**src/rtl/seq_addsub_pkg.sv**
```systemverilog
// Shared definitions for the digit-serial adder/subtractor: FSM encoding and
// default geometry.
package seq_addsub_pkg;

    localparam int DEF_WIDTH = 8;
    localparam int DEF_DIGIT = 2;

    typedef enum logic [1:0] {
        IDLE   = 2'd0,
        CALC   = 2'd1,
        NEGATE = 2'd2,
        DONE   = 2'd3
    } state_t;

endpackage

```
**src/rtl/seq_addsub_digit_adder.sv**
```systemverilog
// Combinational W-bit ripple adder built from a chain of full-adder cells.
// The cell is kept as its own module so it can be swapped for a library cell.
module fa_cell (
    input  logic x,
    input  logic y,
    input  logic ci,
    output logic s,
    output logic co
);

    logic p;

    assign p  = x ^ y;
    assign s  = p ^ ci;
    assign co = (x & y) | (ci & p);

endmodule

module digit_adder #(
    parameter int W = 2
) (
    input  logic [W-1:0] x,
    input  logic [W-1:0] y,
    input  logic         ci,
    output logic [W-1:0] s,
    output logic         co
);

    logic [W:0] c;

    assign c[0] = ci;

    for (genvar i = 0; i < W; i++) begin : g_chain
        fa_cell u_fa (
            .x  (x[i]),
            .y  (y[i]),
            .ci (c[i]),
            .s  (s[i]),
            .co (c[i+1])
        );
    end

    assign co = c[W];

endmodule

```
**src/rtl/seq_addsub.sv**
```systemverilog
// Digit-serial unsigned add/subtract with magnitude+sign result and a
// valid/ready handshake on both sides.
//
//   state  | meaning
//   IDLE   | waiting for a request, in_ready high
//   CALC   | one DIGIT slice of A +/- B per cycle, LSB first
//   NEGATE | A < B in sub mode: two's-complement the raw result, one slice per cycle
//   DONE   | result presented, held until out_ready
module seq_addsub
    import seq_addsub_pkg::*;
#(
    parameter int WIDTH = DEF_WIDTH,
    parameter int DIGIT = DEF_DIGIT
) (
    input  logic             clk,
    input  logic             rst_n,
    input  logic             in_valid,
    output logic             in_ready,
    input  logic [WIDTH-1:0] a,
    input  logic [WIDTH-1:0] b,
    input  logic             sub,
    input  logic             cin,
    output logic             out_valid,
    input  logic             out_ready,
    output logic [WIDTH-1:0] sum,
    output logic             cout,
    output logic             neg
);

    localparam int N  = WIDTH / DIGIT;
    localparam int CW = $clog2(N) + 1;
    localparam logic [CW-1:0] LAST_CNT = CW'(N - 1);

    if (WIDTH < 2) begin : g_width_chk
        $error("seq_addsub: WIDTH must be at least 2");
    end
    if ((DIGIT < 1) || (WIDTH % DIGIT != 0)) begin : g_digit_chk
        $error("seq_addsub: DIGIT must divide WIDTH");
    end

    state_t           state_q, state_d;
    logic [CW-1:0]    cnt_q, cnt_d;
    logic             carry_q, carry_d;
    logic [WIDTH-1:0] a_q, a_d;
    logic [WIDTH-1:0] b_q, b_d;
    logic             sub_q, sub_d;
    logic [WIDTH-1:0] res_q, res_d;
    logic [WIDTH-1:0] sum_q, sum_d;
    logic             cout_q, cout_d;
    logic             neg_q, neg_d;

    logic [DIGIT-1:0] slice_x, slice_y, slice_s;
    logic             slice_co;
    logic [CW-1:0]    cnt_inc;
    logic             cnt_co;
    logic             cnt_last;
    logic [WIDTH-1:0] res_shift;

    // Single slice adder; CALC and NEGATE only differ in what is muxed in.
    always_comb begin
        slice_x = a_q[DIGIT-1:0];
        slice_y = sub_q ? ~b_q[DIGIT-1:0] : b_q[DIGIT-1:0];
        if (state_q == NEGATE) begin
            slice_x = ~res_q[DIGIT-1:0];
            slice_y = '0;
        end
    end

    digit_adder #(.W(DIGIT)) u_slice (
        .x  (slice_x),
        .y  (slice_y),
        .ci (carry_q),
        .s  (slice_s),
        .co (slice_co)
    );

    digit_adder #(.W(CW)) u_cnt_inc (
        .x  (cnt_q),
        .y  ({CW{1'b0}}),
        .ci (1'b1),
        .s  (cnt_inc),
        .co (cnt_co)
    );

    // A wrapped counter can never be reached in normal flow; treat it as terminal anyway.
    assign cnt_last  = (cnt_q == LAST_CNT) | cnt_co;
    assign res_shift = (res_q >> DIGIT) | (WIDTH'(slice_s) << (WIDTH - DIGIT));

    always_comb begin
        state_d = state_q;
        cnt_d   = cnt_q;
        carry_d = carry_q;
        a_d     = a_q;
        b_d     = b_q;
        sub_d   = sub_q;
        res_d   = res_q;
        sum_d   = sum_q;
        cout_d  = cout_q;
        neg_d   = neg_q;

        unique case (state_q)
            IDLE: begin
                if (in_valid) begin
                    a_d     = a;
                    b_d     = b;
                    sub_d   = sub;
                    carry_d = sub ? 1'b1 : cin;
                    cnt_d   = '0;
                    state_d = CALC;
                end
            end

            CALC: begin
                res_d   = res_shift;
                a_d     = a_q >> DIGIT;
                b_d     = b_q >> DIGIT;
                carry_d = slice_co;
                cnt_d   = cnt_inc;
                if (cnt_last) begin
                    cnt_d = '0;
                    if (sub_q && !slice_co) begin
                        carry_d = 1'b1;
                        state_d = NEGATE;
                    end else begin
                        sum_d   = res_shift;
                        cout_d  = slice_co;
                        neg_d   = 1'b0;
                        state_d = DONE;
                    end
                end
            end

            NEGATE: begin
                res_d   = res_shift;
                carry_d = slice_co;
                cnt_d   = cnt_inc;
                if (cnt_last) begin
                    cnt_d   = '0;
                    sum_d   = res_shift;
                    cout_d  = 1'b0;
                    neg_d   = 1'b1;
                    state_d = DONE;
                end
            end

            DONE: begin
                if (out_ready) begin
                    state_d = IDLE;
                end
            end

            default: state_d = IDLE;
        endcase
    end

    always_ff @(posedge clk) begin
        if (!rst_n) begin
            state_q <= IDLE;
            cnt_q   <= '0;
            carry_q <= 1'b0;
            a_q     <= '0;
            b_q     <= '0;
            sub_q   <= 1'b0;
            res_q   <= '0;
            sum_q   <= '0;
            cout_q  <= 1'b0;
            neg_q   <= 1'b0;
        end else begin
            state_q <= state_d;
            cnt_q   <= cnt_d;
            carry_q <= carry_d;
            a_q     <= a_d;
            b_q     <= b_d;
            sub_q   <= sub_d;
            res_q   <= res_d;
            sum_q   <= sum_d;
            cout_q  <= cout_d;
            neg_q   <= neg_d;
        end
    end

    assign in_ready  = (state_q == IDLE);
    assign out_valid = (state_q == DONE);
    assign sum       = sum_q;
    assign cout      = cout_q;
    assign neg       = neg_q;

endmodule

```
**config.mk**
```make
export PLATFORM = sky130hd
export DESIGN_NAME = seq_addsub
export DESIGN_NICKNAME = d
export VERILOG_FILES = /design/src/rtl/seq_addsub_pkg.sv /design/src/rtl/seq_addsub_digit_adder.sv /design/src/rtl/seq_addsub.sv
export SDC_FILE = /design/constraint.sdc
export NUM_CORES = 1
export LEC_CHECK = 0
export BUFFER_PORTS_ARGS = -buffer_cell sky130_fd_sc_hd__buf_4
export CORE_ASPECT_RATIO = 0.7
export CORE_MARGIN = 10
export CORE_UTILIZATION = 55
export CTS_CLUSTER_SIZE = 8
export DETAILED_ROUTE_END_ITERATION = 8
export PLACE_DENSITY_LB_ADDON = 0.08
export SYNTH_ARGS = -nofsm -noshare
export SYNTH_HDL_FRONTEND = slang
export SYNTH_SLANG_ARGS = --single-unit
export TNS_END_PERCENT = 10
```
**constraint.sdc**
```tcl
create_clock -name clk -period 3.4 [get_ports clk]
set_clock_uncertainty 0.2 [all_clocks]
set_input_delay 0.17 -clock clk [delete_from_list [all_inputs] [get_ports clk]]
set_output_delay 0.17 -clock clk [all_outputs]
set_load 0.005 [all_outputs]
```
==> qor.txt <==
Core Area - 3250 sq um
Antenna violations before repair - 0
Least-Margin Pin Slew - 1120 ps
Int Pwr - 1.13 mW
Hold Path Sink - a_q[2]$_SDFFE_PN0P_
Placed cell area - 2150 sq um
Initial DRT Pass Iterations - 5
Net load switching power - 660 uW
Status - finished clean
Routed Antenna Nets - 0
Register area - 801 sq um
Ys Warns - 0
Hpwl dp - 3350 um
GPL Wtd Cong - 0.909
Global Route met3 Usage - 5.17%
Global-route wire length before repair - 7420 um
Placed cell count - 271
Leakage - 0.951 nW
Final worst path period share - 86.8%
Final setup viols - 0
FF-to-FF path depth - 9
Synth cell types - 39
Register area share after synthesis - 41.7%
Final Instance Count excl. Fillers - 286
Crit Reg-Reg Startpoint - state_q[0]$_SDFFE_PN0P_
DIE AREA - 6300 sq um
Arr. time, crit path - 2890 ps
Final nets - 269
CTS Root Cell - clkbuf_8
Via count - 1648
Number of global-route vias before repair - 1563
Sw Ratio - 37.0%
Final setup margin - 449 ps
Die Span Y - 69.5 um
R2R Path End - sum[6]$_SDFFE_PN0P_
Power Density - 764 nW/um^2
Area of the multi-input gates - 1010 sq um
Vias per cell - 5.76
H-tree depth - 2
Gr busiest metal - met2
Total gr overflow - 0
Drt total wl - 4540 um
WL/cell - 15.9 um
Layout area overhead - 21.7%
Met1 Use GR - 17.1%
Worst-case clock buffer depth - 2
Worst-path clk slew - 80 ps
Syn Inst Count - 204
1st-iter DRT viols - 101
Slew Limit Fails - 0
Setup tns final - 0 ps
Slew headroom - 25.2%
Sequential fraction of design power - 35.6%
Pre-CTS WS - 561 ps
CP Capture Type - flip-flop
Async set-reset flop share out of synthesis - 0%
Antenna Cells - 0
Largest net degree at the start of global routing - 39
Die X - 90.7 um
# IOs - 34
PortBufs - 33
Hold path depth - 3
Startpoint types - flip-flop
Fin crit period - 2950 ps
Share of layout cells above drive strength 1 - 19.2%
Kind of critical path - flip-flop to flip-flop
Std cell rows - 17
Initial Util - 59.1%
Latest clock arrival within the worst-skew pair - 300 ps
TritonCTS buffer count - 5
Clock Power Share - 22.5%
Synth Flop Type - dfxtp_1
Final Hold Fails - 0
Gr usage total - 14.2%
Hold Startpoint - a[2]
GR Util met2 - 22.3%
Hold_ws - 11.3 ps
Setup bufs post-CTS - 0
TritonCTS clock tree - yes
Clock tree sinks - 40
RSZ-0062 raised after global routing - false
Syn_nets - 235
Avg Inst Size Synth - 9.42 sq um
Crit Path Max Fanout - 11
Worst R2R Setup Slack - 450 ps
Logic gate share of total power - 41.8%
Post-cts sizing count - 0
Peak VDD IR - 448 uV
Hold Crit Class - input pin to flip-flop
Post-CTS Hold Fix Bufs - 7
Fin area - 2340 sq um
Worst Path Required - 3340 ps
Mapped cell area - 1920 sq um
Max_cap viols - 0
EDFF count, synth - 0
#FFs+latches synth - 40
Fill cells - 264
DRC violations left - 0
FMAX - 339 MHz
-- per-stage QoR --
step	util (%)	power, mW
2_1_floorplan	-	1.23
3_3_place_gp	66.2	1.34
3_5_place_dp	66.2	1.37
4_1_cts	71.9	1.78
5_1_grt	71.9	1.89
6_report	71.9	1.79
-- cells in the final DEF, fill, tap and decap left out, drive strengths merged, types with 2 or more instances in the layout --
| cell | instances |
|---|---|
| clkbuf | 5 |
| mux2i | 23 |
| nor2 | 27 |
| a21oi | 14 |
| nand3 | 10 |
| nand2 | 4 |
| and3b | 2 |
| o21ai | 11 |
| dlygate4sd3 | 7 |
| a22oi | 4 |
| buf | 34 |
| dfxtp | 40 |
| nand2b | 4 |
| nand3b | 2 |
| ha | 7 |
| o21a | 2 |
| nor2b | 2 |
| inv | 8 |
| a211oi | 13 |
| fa | 2 |
-- synthesized netlist by cell type (2+ instances only) --
library cell	instances	area, sq um
nand3_1	10	50.1
fa_1	2	40.0
o21ai_0	11	55.1
nor2_1	27	101
a22oi_1	4	30.0
a211oi_1	13	97.6
o21a_1	2	15.0
nand3b_1	2	15.0
buf_2	6	30.0
nand2b_1	4	25.0
buf_4	2	15.0
mux2i_1	23	230
a21oi_1	14	70.1
clkbuf_1	3	11.3
inv_1	7	26.3
and3b_1	2	17.5
buf_6	2	22.5
nand2_1	4	15.0
dfxtp_1	40	801
ha_1	7	87.6
-- routing by layer --
metal	vias up	part of all wire [%]	wire, um
li1	802	-	-
met1	773	45	2020
met2	62	47	2160
met3	11	6.5	296
met4	0	1.4	65
met5	-	0	0
-- logic make-up after synthesis --
group | synth area share, %
AND/OR/NAND/NOR | 14.0
XOR/XNOR | 0.912
multiplexers | 12.6
AO/OA/AOI/OAI | 18.6
buffers and inverters | 5.66
flip-flops | 41.7
adder cells (fa/ha/maj) | 6.64
-- critical path: stages, from the launching register on --
cell and delay [ps]:
dfxtp_1 360, inv_1 140, ha_1 320, mux2i_1 280
fa_1 200, inv_1 50, fa_1 420, nand3b_1 420
a21oi_1 320, a311oi_1 70
-- worst max-delay path by stage --
| stage | from | end | slack, ps | cells past startpoint |
|---|---|---|---|---|
| 2_1_floorplan | state_q[0]$_SDFFE_PN0P_ | state_q[0]$_SDFFE_PN0P_ | 880 | 9 |
| 3_3_place_gp | state_q[0]$_SDFFE_PN0P_ | sum[6]$_SDFFE_PN0P_ | 730 | 9 |
| 3_5_place_dp | state_q[0]$_SDFFE_PN0P_ | sum[3]$_SDFFE_PN0P_ | 560 | 9 |
| 4_1_cts | state_q[0]$_SDFFE_PN0P_ | sum[6]$_SDFFE_PN0P_ | 490 | 9 |
| 5_1_grt | state_q[0]$_SDFFE_PN0P_ | sum[6]$_SDFFE_PN0P_ | 220 | 9 |
| 6_report | state_q[0]$_SDFFE_PN0P_ | sum[6]$_SDFFE_PN0P_ | 450 | 9 |
-- flip-flops by register name, indices dropped and copies added (netlist names) --
name     cells
cnt_q        2
neg          1
sum          8
carry_q      1
res_q        8
b_q          8
sub_q        1
a_q          8
cout         1
state_q      2
-- power by group through the flow --
stage	logic (mW)	registers (mW)	clock network, mW
2_1_floorplan	0.605	0.624	0
3_3_place_gp	0.696	0.640	0
3_5_place_dp	0.720	0.648	0
4_1_cts	0.742	0.637	0.406
5_1_grt	0.813	0.650	0.427
6_report	0.747	0.637	0.403
-- area by class of cell --
class | instances | area share [%]
Clock buffer | 5 | 2.94
Inverter | 7 | 1.12
Tap cell | 47 | 2.51
Multi-Input combinational cell | 143 | 43.3
Timing Repair Buffer | 41 | 13.9
Clock inverter | 3 | 1.98
Sequential cell | 40 | 34.2
(Power assumes the default switching activity.)
